**config.mk**
```make
export PLATFORM = sky130hd
export DESIGN_NAME = frame_sync_descrambler_14
export DESIGN_NICKNAME = d
export VERILOG_FILES = /design/src/rtl/frame_sync_descrambler_14.sv
export SDC_FILE = /design/constraint.sdc
export NUM_CORES = 1
export LEC_CHECK = 0
export ABC_AREA = 1
export CAP_MARGIN = 10
export CORE_UTILIZATION = 60
export CTS_CLUSTER_DIAMETER = 120
export CTS_CLUSTER_SIZE = 25
export DETAILED_ROUTE_END_ITERATION = 10
export GPL_TIMING_DRIVEN = 0
export PLACE_DENSITY = 0.76
export SLEW_MARGIN = 25
export SYNTH_ARGS = -nofsm -noshare
export SYNTH_HDL_FRONTEND = slang
export SYNTH_SLANG_ARGS = --single-unit
export TNS_END_PERCENT = 100
```
**constraint.sdc**
```tcl
create_clock -name clk -period 7.15 [get_ports clk]
set_input_delay 2.145 -clock clk [delete_from_list [all_inputs] [get_ports clk]]
set_output_delay 2.145 -clock clk [all_outputs]
set_load 0.02 [all_outputs]
```
**src/rtl/frame_sync_descrambler_14.sv**
```systemverilog
// Receive-side frame synchroniser and descrambler: hunts for the sync word,
// confirms alignment, then strips the 147-bit Galois LFSR keystream from the payload.
module frame_sync_descrambler_14 #(
  parameter int          POLY_WIDTH   = 147,
  parameter int          NUM_OF_STEPS = 12,
  parameter int          FRAME_LEN    = 64,
  parameter logic [11:0] SYNC_WORD    = 12'hB4F,
  parameter int          LOCK_CNT     = 2,
  parameter int          LOSS_CNT     = 3,
  parameter logic [11:0] BASE_ADDR    = 12'h0f8
) (
  input  logic                    clk,
  input  logic                    rst,
  input  logic                    write,
  input  logic [11:0]             addr,
  input  logic [31:0]             lfsrdin,
  input  logic                    din_valid,
  input  logic [NUM_OF_STEPS-1:0] din,
  output logic                    dout_valid,
  output logic [NUM_OF_STEPS-1:0] dout,
  output logic                    locked,
  output logic [7:0]              sync_err_cnt
);

  localparam int FPOS_W = $clog2(FRAME_LEN);
  localparam int CNT_W  = 4;

  typedef enum logic [1:0] {
    HUNT    = 2'd0,
    CONFIRM = 2'd1,
    LOCKED  = 2'd2
  } state_t;

  state_t                  state_r, state_nxt_s;
  logic [POLY_WIDTH-1:0]   lfsr_r, seed_r;
  logic [FPOS_W-1:0]       fpos_r, fpos_nxt_s, fpos_inc_s;
  logic [CNT_W-1:0]        good_r, good_nxt_s, miss_r, miss_nxt_s;
  logic [NUM_OF_STEPS-1:0] dout_r;
  logic                    dout_valid_r, locked_r;
  logic [7:0]              sync_err_cnt_r;
  logic [11:0]             seed_off_s;
  logic                    seed_wr_s, is_sync_s, reload_s, advance_s, emit_s, err_inc_s;

  function automatic logic [POLY_WIDTH-1:0] galois_step(input logic [POLY_WIDTH-1:0] s);
    logic [POLY_WIDTH-1:0] n;
    n     = {s[POLY_WIDTH-2:0], s[POLY_WIDTH-1]};
    n[43] = s[42]  ^ s[POLY_WIDTH-1];
    n[89] = s[88]  ^ s[POLY_WIDTH-1];
    n[110] = s[109] ^ s[POLY_WIDTH-1];
    return n;
  endfunction

  function automatic logic [POLY_WIDTH-1:0] galois_advance(input logic [POLY_WIDTH-1:0] s);
    logic [POLY_WIDTH-1:0] n;
    n = s;
    for (int i = 0; i < NUM_OF_STEPS; i++) begin
      n = galois_step(n);
    end
    return n;
  endfunction

  // Offset wraps for addresses below the base, so one compare covers the whole window
  assign seed_off_s = addr - BASE_ADDR;
  assign seed_wr_s  = write && (seed_off_s < 12'd5);
  assign is_sync_s  = (din == SYNC_WORD);
  assign fpos_inc_s = (fpos_r == FPOS_W'(FRAME_LEN - 1)) ? {FPOS_W{1'b0}} : fpos_r + {{(FPOS_W-1){1'b0}}, 1'b1};

  // Next-state and per-word control decode
  always_comb begin
    state_nxt_s = state_r;
    fpos_nxt_s  = fpos_r;
    good_nxt_s  = good_r;
    miss_nxt_s  = miss_r;
    reload_s    = 1'b0;
    advance_s   = 1'b0;
    emit_s      = 1'b0;
    err_inc_s   = 1'b0;
    if (seed_wr_s) begin
      state_nxt_s = HUNT;
      fpos_nxt_s  = {FPOS_W{1'b0}};
      good_nxt_s  = {CNT_W{1'b0}};
      miss_nxt_s  = {CNT_W{1'b0}};
    end else if (din_valid) begin
      case (state_r)
        HUNT: begin
          if (is_sync_s) begin
            reload_s    = 1'b1;
            fpos_nxt_s  = {{(FPOS_W-1){1'b0}}, 1'b1};
            good_nxt_s  = {{(CNT_W-1){1'b0}}, 1'b1};
            miss_nxt_s  = {CNT_W{1'b0}};
            state_nxt_s = CONFIRM;
          end else begin
            state_nxt_s = HUNT;
          end
        end
        CONFIRM: begin
          fpos_nxt_s = fpos_inc_s;
          if (fpos_r != {FPOS_W{1'b0}}) begin
            advance_s = 1'b1;
          end else if (is_sync_s) begin
            reload_s   = 1'b1;
            good_nxt_s = good_r + {{(CNT_W-1){1'b0}}, 1'b1};
            if (good_nxt_s == CNT_W'(LOCK_CNT)) begin
              state_nxt_s = LOCKED;
              miss_nxt_s  = {CNT_W{1'b0}};
            end else begin
              state_nxt_s = CONFIRM;
            end
          end else begin
            state_nxt_s = HUNT;
            good_nxt_s  = {CNT_W{1'b0}};
          end
        end
        LOCKED: begin
          fpos_nxt_s = fpos_inc_s;
          if (fpos_r != {FPOS_W{1'b0}}) begin
            advance_s = 1'b1;
            emit_s    = 1'b1;
          end else if (is_sync_s) begin
            reload_s   = 1'b1;
            miss_nxt_s = {CNT_W{1'b0}};
          end else begin
            // Flywheel: keep the keystream aligned across a corrupted sync
            reload_s   = 1'b1;
            err_inc_s  = 1'b1;
            miss_nxt_s = miss_r + {{(CNT_W-1){1'b0}}, 1'b1};
            if (miss_nxt_s == CNT_W'(LOSS_CNT)) begin
              state_nxt_s = HUNT;
            end else begin
              state_nxt_s = LOCKED;
            end
          end
        end
        default: begin
          state_nxt_s = HUNT;
        end
      endcase
    end else begin
      state_nxt_s = state_r;
    end
  end

  // State, counters, seed, keystream and registered outputs
  always_ff @(posedge clk) begin
    if (rst) begin
      state_r        <= HUNT;
      lfsr_r         <= {POLY_WIDTH{1'b0}};
      seed_r         <= {POLY_WIDTH{1'b0}};
      fpos_r         <= {FPOS_W{1'b0}};
      good_r         <= {CNT_W{1'b0}};
      miss_r         <= {CNT_W{1'b0}};
      dout_r         <= {NUM_OF_STEPS{1'b0}};
      dout_valid_r   <= 1'b0;
      locked_r       <= 1'b0;
      sync_err_cnt_r <= 8'd0;
    end else begin
      state_r      <= state_nxt_s;
      locked_r     <= (state_nxt_s == LOCKED);
      fpos_r       <= fpos_nxt_s;
      good_r       <= good_nxt_s;
      miss_r       <= miss_nxt_s;
      dout_valid_r <= emit_s;
      if (seed_wr_s) begin
        case (seed_off_s[2:0])
          3'd0:    seed_r[31:0]    <= lfsrdin;
          3'd1:    seed_r[63:32]   <= lfsrdin;
          3'd2:    seed_r[95:64]   <= lfsrdin;
          3'd3:    seed_r[127:96]  <= lfsrdin;
          3'd4:    seed_r[146:128] <= lfsrdin[18:0];
          default: seed_r          <= seed_r;
        endcase
      end
      if (reload_s) begin
        lfsr_r <= seed_r;
      end else if (advance_s) begin
        lfsr_r <= galois_advance(lfsr_r);
      end
      if (emit_s) begin
        dout_r <= din ^ lfsr_r[POLY_WIDTH-1 -: NUM_OF_STEPS];
      end
      if (err_inc_s && (sync_err_cnt_r != 8'hFF)) begin
        sync_err_cnt_r <= sync_err_cnt_r + 8'd1;
      end
    end
  end

  assign dout_valid   = dout_valid_r;
  assign dout         = dout_r;
  assign locked       = locked_r;
  assign sync_err_cnt = sync_err_cnt_r;

endmodule

```
==> out/summary.md <==
The run finished with clean final reports. For this design the ratio of total power to cell area is 180 mW/mm². The number of remaining DRC errors was 0; the number of filler instances in the final layout was 2423.

Counting every net in the synthesized netlist gives 2541. The core outline area is 0.0260 mm², and the fmax is 229 MHz. The end of the worst register-to-register path was lfsr_r[53]$_SDFFE_PP0P_. Routability-driven placement finished with a final weighted congestion of 0.977. The hold path startpoint was seed_r[51]$_SDFFE_PP0P_.

TritonCTS built the clock tree. At the worst endpoint, the required time is 7.60 ns. Synthesized area divided by synthesized cell count: 6.43 µm². The actual slew at the worst max-slew pin came out at 0.997 ns.

The first detailed-routing pass took 6 iterations. Port buffering added 80 buffers. The detail route stage leaves a number of antenna-violating nets equal to 0.

Leaving out fill and tap cells, the most frequent cells in the layout are sky130_fd_sc_hd__nor2_1 (613), sky130_fd_sc_hd__nand2_1 (574), sky130_fd_sc_hd__dfxtp_1 (332), sky130_fd_sc_hd__inv_1 (298), sky130_fd_sc_hd__nand3_1 (250). Final-layout setup total negative slack: 0 ns. The cell at the root of the clock tree is sky130_fd_sc_hd__clkbuf_16. The tool flagged a number of max-cap violations equal to 0. The worst register-to-register path has a depth of 13. The clock period minus final worst setup slack was 4.36 ns; the floorplan die height was 165 µm. The area growth from synthesis to layout was 10.5%. The worst hold path passes through 2 cells. The worst setup path is captured at a register. Switching component of the power: 0.800 mW. The number of gates resized after CTS was 0. Initial antenna violation count: 0. The worst hold path belongs to the class reg2reg.

In this run, post-CTS hold repair placed 0 buffers. In this run the cell area of the synthesized design comes to 0.0159 mm². The worst setup path is launched from an input port. The first global-routing pass estimated 76300 µm of wire. The run gives 1547 as the violation count after the first detailed-routing iteration.

The share of total power dissipated in sequential elements is 59.0%. After detailed routing, the average wire length per cell comes to 17.8 µm. The worst hold path endpoint is seed_r[51]$_SDFFE_PP0P_.

Per report_power, the clock group accounts for 33.4% of the total. The tree built by TritonCTS fans out to 332 sinks. Once placement finished, the instance area stood at 0.0171 mm². The commonest non-fill, non-tap cell in the layout is sky130_fd_sc_hd__nor2_1.

For this run, the number of Yosys warnings is 0. After routing the design area is 0.0176 mm². Setup repair after global routing left no endpoint under its margin. At the later pin of the worst-skew pair, clock insertion delay measures 0.52 ns.

For the detailed-route via count, the log shows 15400. The horizontal die dimension is 165 µm. The count of unique library cells instantiated by Yosys was 31.

The share of the Yosys chip area taken by registers is 41.8%. The maximum fanout along the worst path was 10; the top-level I/O count was 82. Detailed placement finished with a half-perimeter wire length of 37300 µm. The count of nets after finishing is 2640, and the number of buffers inserted during clock tree synthesis is 17.

The run gives 1 as the maximum level of the CTS H-tree. The period utilization is 61.0%, and the starting utilization of the core area is 61.1%. The internal power was 2.37 mW; the switching part of the total power was 25.3%.

The arrival time of the worst setup path was 4.81 ns; the final global-route overflow total was 0. Entering global routing, the biggest net connects 26 pins. The logs give 37.9% for the total track usage and 2469 for the number of standard cells after synthesis. Cells with a size suffix above 1 make up 3.70% of the layout. After clock tree synthesis, the clock-pin slew on the worst setup and hold paths is 0.10 ns. The tools report the startpoint of the worst register-to-register path as state_r[0]$_SDFF_PP0_. After detailed routing, the number of vias per cell comes to 5.32.

Summed over all cells, the static leakage comes to 8.31 nW. For the minimum setup slack among reg-to-reg paths, the log shows 4.40 ns. The critical path is of the in2reg type. For the number of endpoints failing setup at the final stage, the log shows 0.

The worst pin sits at a relative slew slack of 33.6%. The tools report the number of global-route vias before repair as 13500. The setup fix buffers added after clock tree synthesis is 0.

The number of synthesized register bits is 332, and the combinational power share is 7.7%. Overall die area: 0.0271 mm². The post-detailed-routing wire length is 51500 µm, and the worst-case clock buffer depth is 3. The tools report the count of final hold-check violations as 0. The final number of max-transition violations is 0, and the row count is 59.

VDD sags by at most 0.185 mV. The worst-case clock skew came out at 0.0209 ns.
-- critical path, stage by stage --
cell and delay, ns:
sky130_fd_sc_hd__clkdlybuf4s50_1 0.51, sky130_fd_sc_hd__ha_1 0.20, sky130_fd_sc_hd__nand2_1 0.08, sky130_fd_sc_hd__inv_1 0.06, sky130_fd_sc_hd__nand2_1 0.06, sky130_fd_sc_hd__nand2_1 0.06, sky130_fd_sc_hd__nand2_1 0.06, sky130_fd_sc_hd__nand3_1 0.09
sky130_fd_sc_hd__nor2_2 0.08, sky130_fd_sc_hd__nor2_2 0.35, sky130_fd_sc_hd__buf_2 0.40, sky130_fd_sc_hd__buf_2 0.29, sky130_fd_sc_hd__nand3_1 0.17, sky130_fd_sc_hd__nand2_1 0.12, sky130_fd_sc_hd__nor2_1 0.04, sky130_fd_sc_hd__nor2_1 0.08
-- synth_stat cells, drive strengths merged --
library cell | instances | share of area, %
nor2 | 618 | 15
nand2 | 576 | 14
clkinv | 1 | 0.024
o21ai | 40 | 1.3
o31ai | 1 | 0.047
dfxtp | 332 | 42
o211ai | 3 | 0.14
nand3b | 25 | 1.2
nor3 | 7 | 0.22
nand3 | 253 | 8.1
inv | 305 | 7.2
ha | 12 | 0.95
xnor2 | 26 | 1.4
nor3b | 1 | 0.047
clkbuf | 72 | 1.7
nand4 | 19 | 1.1
buf | 78 | 2.5
a21oi | 69 | 2.2
xor2 | 31 | 1.7
-- metrics by stage --
| stage | total power [mW] | utilization, % | worst slack [ns] | cells | hold slack [ns] |
|---|---|---|---|---|---|
| 6_report | 3.17 | 67.6 | 2.79 | 2903 | 0.467 |
| 5_1_grt | 3.25 | 67.6 | 2.65 | 2902 | 0.485 |
| 4_1_cts | 3.16 | 67.6 | 2.82 | 2902 | 0.463 |
| 3_5_place_dp | 2.15 | 65.8 | 2.29 | 2884 | 0.448 |
| 3_3_place_gp | 2.14 | 65.8 | 2.34 | 2884 | 0.440 |
| 2_1_floorplan | 2.02 | - | 3.40 | 2469 | 0.430 |
-- routing by layer --
layer  up-vias  share of wire [%]  wire (µm)  GRT usage, %
li1       7646                  -          -             -
met1      6966                 41      21100          51.0
met2       699                 43      22200          59.1
met3       127                 10       5360          5.63
met4         0                5.5       2840          19.1
met5         -                  0          0             0
-- how the worst max path moves through the flow --
stage	start	endpoint	slack [ns]
6_report	addr[3]	lfsr_r[103]$_SDFFE_PP0P_	2.79
5_1_grt	addr[3]	seed_r[71]$_SDFFE_PP0P_	2.65
4_1_cts	addr[3]	seed_r[21]$_SDFFE_PP0P_	2.82
3_5_place_dp	addr[3]	seed_r[21]$_SDFFE_PP0P_	2.29
3_3_place_gp	addr[3]	lfsr_r[58]$_SDFFE_PP0P_	2.34
2_1_floorplan	addr[3]	lfsr_r[54]$_SDFFE_PP0P_	3.40
-- area by class of cell --
cell class                 instances  area, µm²  share of cell area, %
multi-input combinational       1681       7420                   42.3
clock inverter                     1       20.0                  0.114
inverter                         306       1150                   6.54
sequential                       332       6650                   37.9
antenna                            1       2.50                 0.0143
tap                              335        419                   2.39
buffer                           150        674                   3.84
timing repair buffer              80        801                   4.56
clock buffer                      17        425                   2.42
-- flip-flops by register name, indices dropped and copies added, names as in the netlist --
register	cells
good_r	4
dout	12
miss_r	4
sync_err_cnt	8
dout_valid	1
fpos_r	6
seed_r	147
locked	1
state_r	2
lfsr_r	147
-- kinds of logic (layout without fill, tap and decap cells) --
logic type / count (synthesis) / count (layout) / synth area share (%)
and+or+nand+nor: 1499 / 1499 / 39.0
DFF: 332 / 332 / 41.8
AOI/OAI and AO/OA: 113 / 113 / 3.62
adders and majority gates: 12 / 12 / 0.945
xor gates and xnor gates: 57 / 57 / 3.14
other: 0 / 1 / 0
buffers and inverters: 456 / 554 / 11.5
-- power by group through the flow --
stage / Sequential [mW] / Clock [mW] / Combinational, mW
after detailed placement: 1.91 / 0 / 0.235
final: 1.87 / 1.06 / 0.242
after floorplan: 1.91 / 0 / 0.113
after CTS: 1.87 / 1.05 / 0.235
after global placement: 1.91 / 0 / 0.232
after global routing: 1.87 / 1.12 / 0.254
(Power assumes the default switching activity.)
==> variant 1: new RTL, same settings <==
Set the parameter `FRAME_LEN` to 32 (it was 64).
--- a/src/rtl/frame_sync_descrambler_14.sv
+++ b/src/rtl/frame_sync_descrambler_14.sv
@@ -3,7 +3,7 @@
 module frame_sync_descrambler_14 #(
   parameter int          POLY_WIDTH   = 147,
   parameter int          NUM_OF_STEPS = 12,
-  parameter int          FRAME_LEN    = 64,
+  parameter int          FRAME_LEN    = 32,
   parameter logic [11:0] SYNC_WORD    = 12'hB4F,
   parameter int          LOCK_CNT     = 2,
   parameter int          LOSS_CNT     = 3,
Function: no difference found for any inputs over 4 cycles, from zero or initial values and one cycle with rst high; that may be too few to reach the edited logic, so the function may still have changed.
==> variant 1 against the unedited design <==
Final area grew 2.8%. Area after synthesis up 3.0%. Non-clock buffer count up 41. Total power rose by 1.3%. Routed wire length rose by 7.9%. Worst setup slack worse by 0.39 ns. Clock skew grew 0.0063 ns. Sequential cell count decreased by 1.
==> variant 1: results <==
export IMPL_status="completed"
export IMPL_yosys_top_cells_count="nand3_1, nand2_1, inv_1"
export IMPL_grt_pass1_vias=15000
export IMPL_grt_util_all_layers_pct=39.4
export IMPL_route_detailed_wl_per_inst_um=19.5
export IMPL_final_hold_worst_slack_ns=0.471
export IMPL_grt_antenna_before_repair=2
export IMPL_fin_skew_ns=0.0272
export IMPL_achievable_frequency_mhz=210
export IMPL_worst_slew_pin_transition_ns=1.17
export IMPL_drt_first_iter_violations=1980
export IMPL_num_vias=16500
export IMPL_endpoint_of_the_worst_slack_reg_to_reg_timing_path="lfsr_r[123]"
export IMPL_clock_latency_ns=0.54
export IMPL_drt_met1_wl_mm=22.7
export IMPL_met3_wirelength_mm=6.07
export IMPL_total_half_perimeter_wirelength_after_legalization_and_detailed_placement_mm=39.9
export IMPL_cp_endpoint="lfsr_r[141]"
export IMPL_ys_top_cells_by_area="dfxtp_1, nand3_1, nand2_1"
export IMPL_crit_path_max_incr_delay_ns=0.93
export IMPL_grtUsageMet3_pct=6.55
export IMPL_endpoint_of_the_worst_hold_timing_path="seed_r[104]"
export IMPL_beginning_of_the_critical_path="din_valid"
export IMPL_static_leakage_power_nw=9.00
export IMPL_drive_gt1_share_pct=4.86
export IMPL_grt_util_met2_pct=61.1
export IMPL_ys_types=35
export IMPL_gr_usage_met1_pct=53.3
export IMPL_finalWeightedCongestion=0.970
export IMPL_arrival_ns=5.23
export IMPL_layout_filler_cells=2445
[variant 1: changes by cell type after synthesis, moves of 25 or more]
cell / change
clkbuf_1: +28
inv_1: +80
nor2_1: -335
a211oi_1: +36
buf_2: +25
nand2_1: -188
nand4_1: +160
nand3_1: +174
a21oi_1: -45
[variant 1: critical path, delay by kind of cell]
family / cells / cell delay [ns]
buf+inv: 5 / 2.16
simple gates: 4 / 0.93
[variant 1: logic make-up (layout without fill, tap and decap cells)]
kind of cell | after synthesis | in the layout | synth area share (%)
simple gates | 1296 | 1296 | 36.4
fa+ha+maj | 13 | 13 | 0.994
flops | 331 | 331 | 40.5
compound gates | 136 | 136 | 5.04
xor+xnor | 57 | 57 | 3.05
buf+inv | 579 | 678 | 14.0
other cells | 0 | 1 | 0
[variant 1: stage by stage]
| stage | cell area [sq um] | utilization (%) | instances |
|---|---|---|---|
| global placement | 17600 | 65.5 | 2833 |
| finish | 18100 | 67.2 | 2853 |
| detailed placement | 17600 | 65.5 | 2833 |
| floorplan | 16400 | - | 2412 |
| CTS | 18100 | 67.2 | 2852 |
| global route | 18100 | 67.2 | 2853 |
[variant 1: power breakdown]
group	switching, W	internal, W	leakage [nW]
Sequential	0.00000837	0.00185	2.67
Combinational	0.000196	0.0000740	6.11
Clock	0.000639	0.000441	0.224
Total	0.000844	0.00237	9.00
[variant 1: final cells by class]
| cell class | count | area [sq um] | share of cell area, % |
|---|---|---|---|
| repair buffers | 80 | 801 | 4.44 |
| inverters | 388 | 1460 | 8.07 |
| diodes | 1 | 2.50 | 0.0139 |
| clock inverters | 2 | 28.8 | 0.159 |
| well taps | 341 | 427 | 2.36 |
| clock buffers | 17 | 425 | 2.36 |
| plain buffers | 191 | 833 | 4.62 |
| multi-input cells | 1502 | 7450 | 41.3 |
| flip-flops and latches | 331 | 6630 | 36.7 |
==> variant 2: new RTL, same flow settings <==
Without the edit above. Remove the register `dout_valid_r`: a continuous assignment takes its place, so the output `dout_valid` follows one clock earlier.
--- a/src/rtl/frame_sync_descrambler_14.sv
+++ b/src/rtl/frame_sync_descrambler_14.sv
@@ -150,7 +150,6 @@
       good_r         <= {CNT_W{1'b0}};
       miss_r         <= {CNT_W{1'b0}};
       dout_r         <= {NUM_OF_STEPS{1'b0}};
-      dout_valid_r   <= 1'b0;
       locked_r       <= 1'b0;
       sync_err_cnt_r <= 8'd0;
     end else begin
@@ -159,7 +158,6 @@
       fpos_r       <= fpos_nxt_s;
       good_r       <= good_nxt_s;
       miss_r       <= miss_nxt_s;
-      dout_valid_r <= emit_s;
       if (seed_wr_s) begin
         case (seed_off_s[2:0])
           3'd0:    seed_r[31:0]    <= lfsrdin;
@@ -184,6 +182,8 @@
     end
   end
 
+  assign dout_valid_r = emit_s;
+
   assign dout_valid   = dout_valid_r;
   assign dout         = dout_r;
   assign locked       = locked_r;
Behaviour: same outputs for any inputs over 4 cycles, from zero or initial values and one cycle with rst high; that may be too few to reach the edited logic, so the function may still have changed.
==> variant 2 against the unedited design <==
Hold slack got worse by 0.014 ns. Sequential power rose by 2%. Via count fell by 5.0%. Final area fell by 5.8%. Area after synthesis fell by 6.4%. Routed wire length fell by 4.3%. Total power rose by 5.2%. Sequential cell count fell by 1. Clock power barely moved. Worst setup slack got worse by 2.4 ns. Sequential share of layout area rose by 2.2 points. Combinational power rose by 53%. Critical endpoint is now dout_valid. Largest power group unchanged.
==> variant 2: results <==
export IMPL_fin_skew_ns=0.0213
export IMPL_r2r_cells=11
export IMPL_drt_met1_wl_mm=20.1
export IMPL_crit_path_max_incr_delay_ns=0.69
export IMPL_gr_usage_met1_pct=51.6
export IMPL_total_half_perimeter_wirelength_after_legalization_and_detailed_placement_mm=36.2
export IMPL_hold_path_startpoint="seed_r[40]"
export IMPL_port_buffers=81
export IMPL_placement_cell_area_sq_mm=0.0161
export IMPL_grtUsageMet3_pct=6.10
export IMPL_routed_via_density=5.68
export IMPL_grt_antenna_before_repair=1
export IMPL_critical_path_reg2reg_startpoint="state_r[1]"
export IMPL_endpoint_of_the_worst_slack_reg_to_reg_timing_path="lfsr_r[0]"
export IMPL_post_synth_cell_area_avg_sq_um=6.89
export IMPL_met2_wirelength_mm=20.8
export IMPL_yosys_top_cells_count="nand2_1, dfxtp_1, nand3_1"
export IMPL_max_vdd_ir_drop_v=0.000265
export IMPL_totalWireLength_mm=49.3
export IMPL_post_placement_worst_setup_slack_ns=0.380
export IMPL_synth_net_count=2230
export IMPL_area_delta_synth_final_pct=11.2
export IMPL_finish_net_count=2330
export IMPL_status="completed"
export IMPL_layout_filler_cells=2263
export IMPL_drt_first_iter_violations=1867
export IMPL_drive_gt1_share_pct=3.68
export IMPL_r2r_slack_ns=4.59
export IMPL_ys_types=30
export IMPL_met3_wirelength_mm=5.06
export IMPL_static_leakage_power_nw=7.01
export IMPL_endpoint_of_the_worst_hold_timing_path="seed_r[40]"
export IMPL_ys_top_cells_by_area="dfxtp_1, nand2_1, nand3_1"
-- variant 2: cell types whose count changed after synthesis, moves of 9 or more --
cell	unedited run	this run
o21ai_1	4	13
xnor2_1	26	14
nand4_1	15	5
nor2_1	613	284
inv_1	298	198
o21ai_0	36	155
nand2_1	574	447
a21oi_1	69	162
nand3_1	250	307
buf_4	14	5
nand3b_1	25	12
-- variant 2: logic make-up after synthesis --
group / Yosys count / synth area share [%]
AND/OR/NAND/NOR: 1069 / 30.3
buffers and inverters: 356 / 9.58
AO/OA/AOI/OAI: 337 / 11.5
flip-flops: 331 / 44.6
XOR/XNOR: 53 / 3.12
adder cells (fa/ha/maj): 12 / 1.01
-- variant 2: worst max path at each step --
stage / end / cells after the start / slack, ns
3_3_place_gp: dout_valid / 12 / 0.36
6_report: dout_valid / 12 / 0.38
5_1_grt: dout_valid / 12 / 0.25
3_5_place_dp: dout_valid / 12 / 0.38
2_1_floorplan: dout_valid / 8 / 1.75
4_1_cts: dout_valid / 12 / 0.38
-- variant 2: cell type report --
| type | instances | area share (%) |
|---|---|---|
| Clock inverter | 2 | 0.174 |
| Clock buffer | 17 | 2.57 |
| Antenna cell | 1 | 0.0151 |
| Inverter | 203 | 4.61 |
| Buffer | 153 | 4.00 |
| Timing Repair Buffer | 81 | 4.90 |
| Multi-Input combinational cell | 1471 | 41.2 |
| Sequential cell | 331 | 40.1 |
| Tap cell | 324 | 2.45 |
-- variant 2: power by group --
| part | total [W] | switching [W] | internal, W |
|---|---|---|---|
| registers | 0.00191 | 0.0000247 | 0.00188 |
| clock network | 0.00106 | 0.000616 | 0.000440 |
| logic | 0.000370 | 0.000254 | 0.000116 |
-- variant 2: worst min-delay path, stage by stage, from the launching register on --
cell and delay, ns:
dfxtp_1 0.31, inv_1 0.05, a21oi_1 0.06
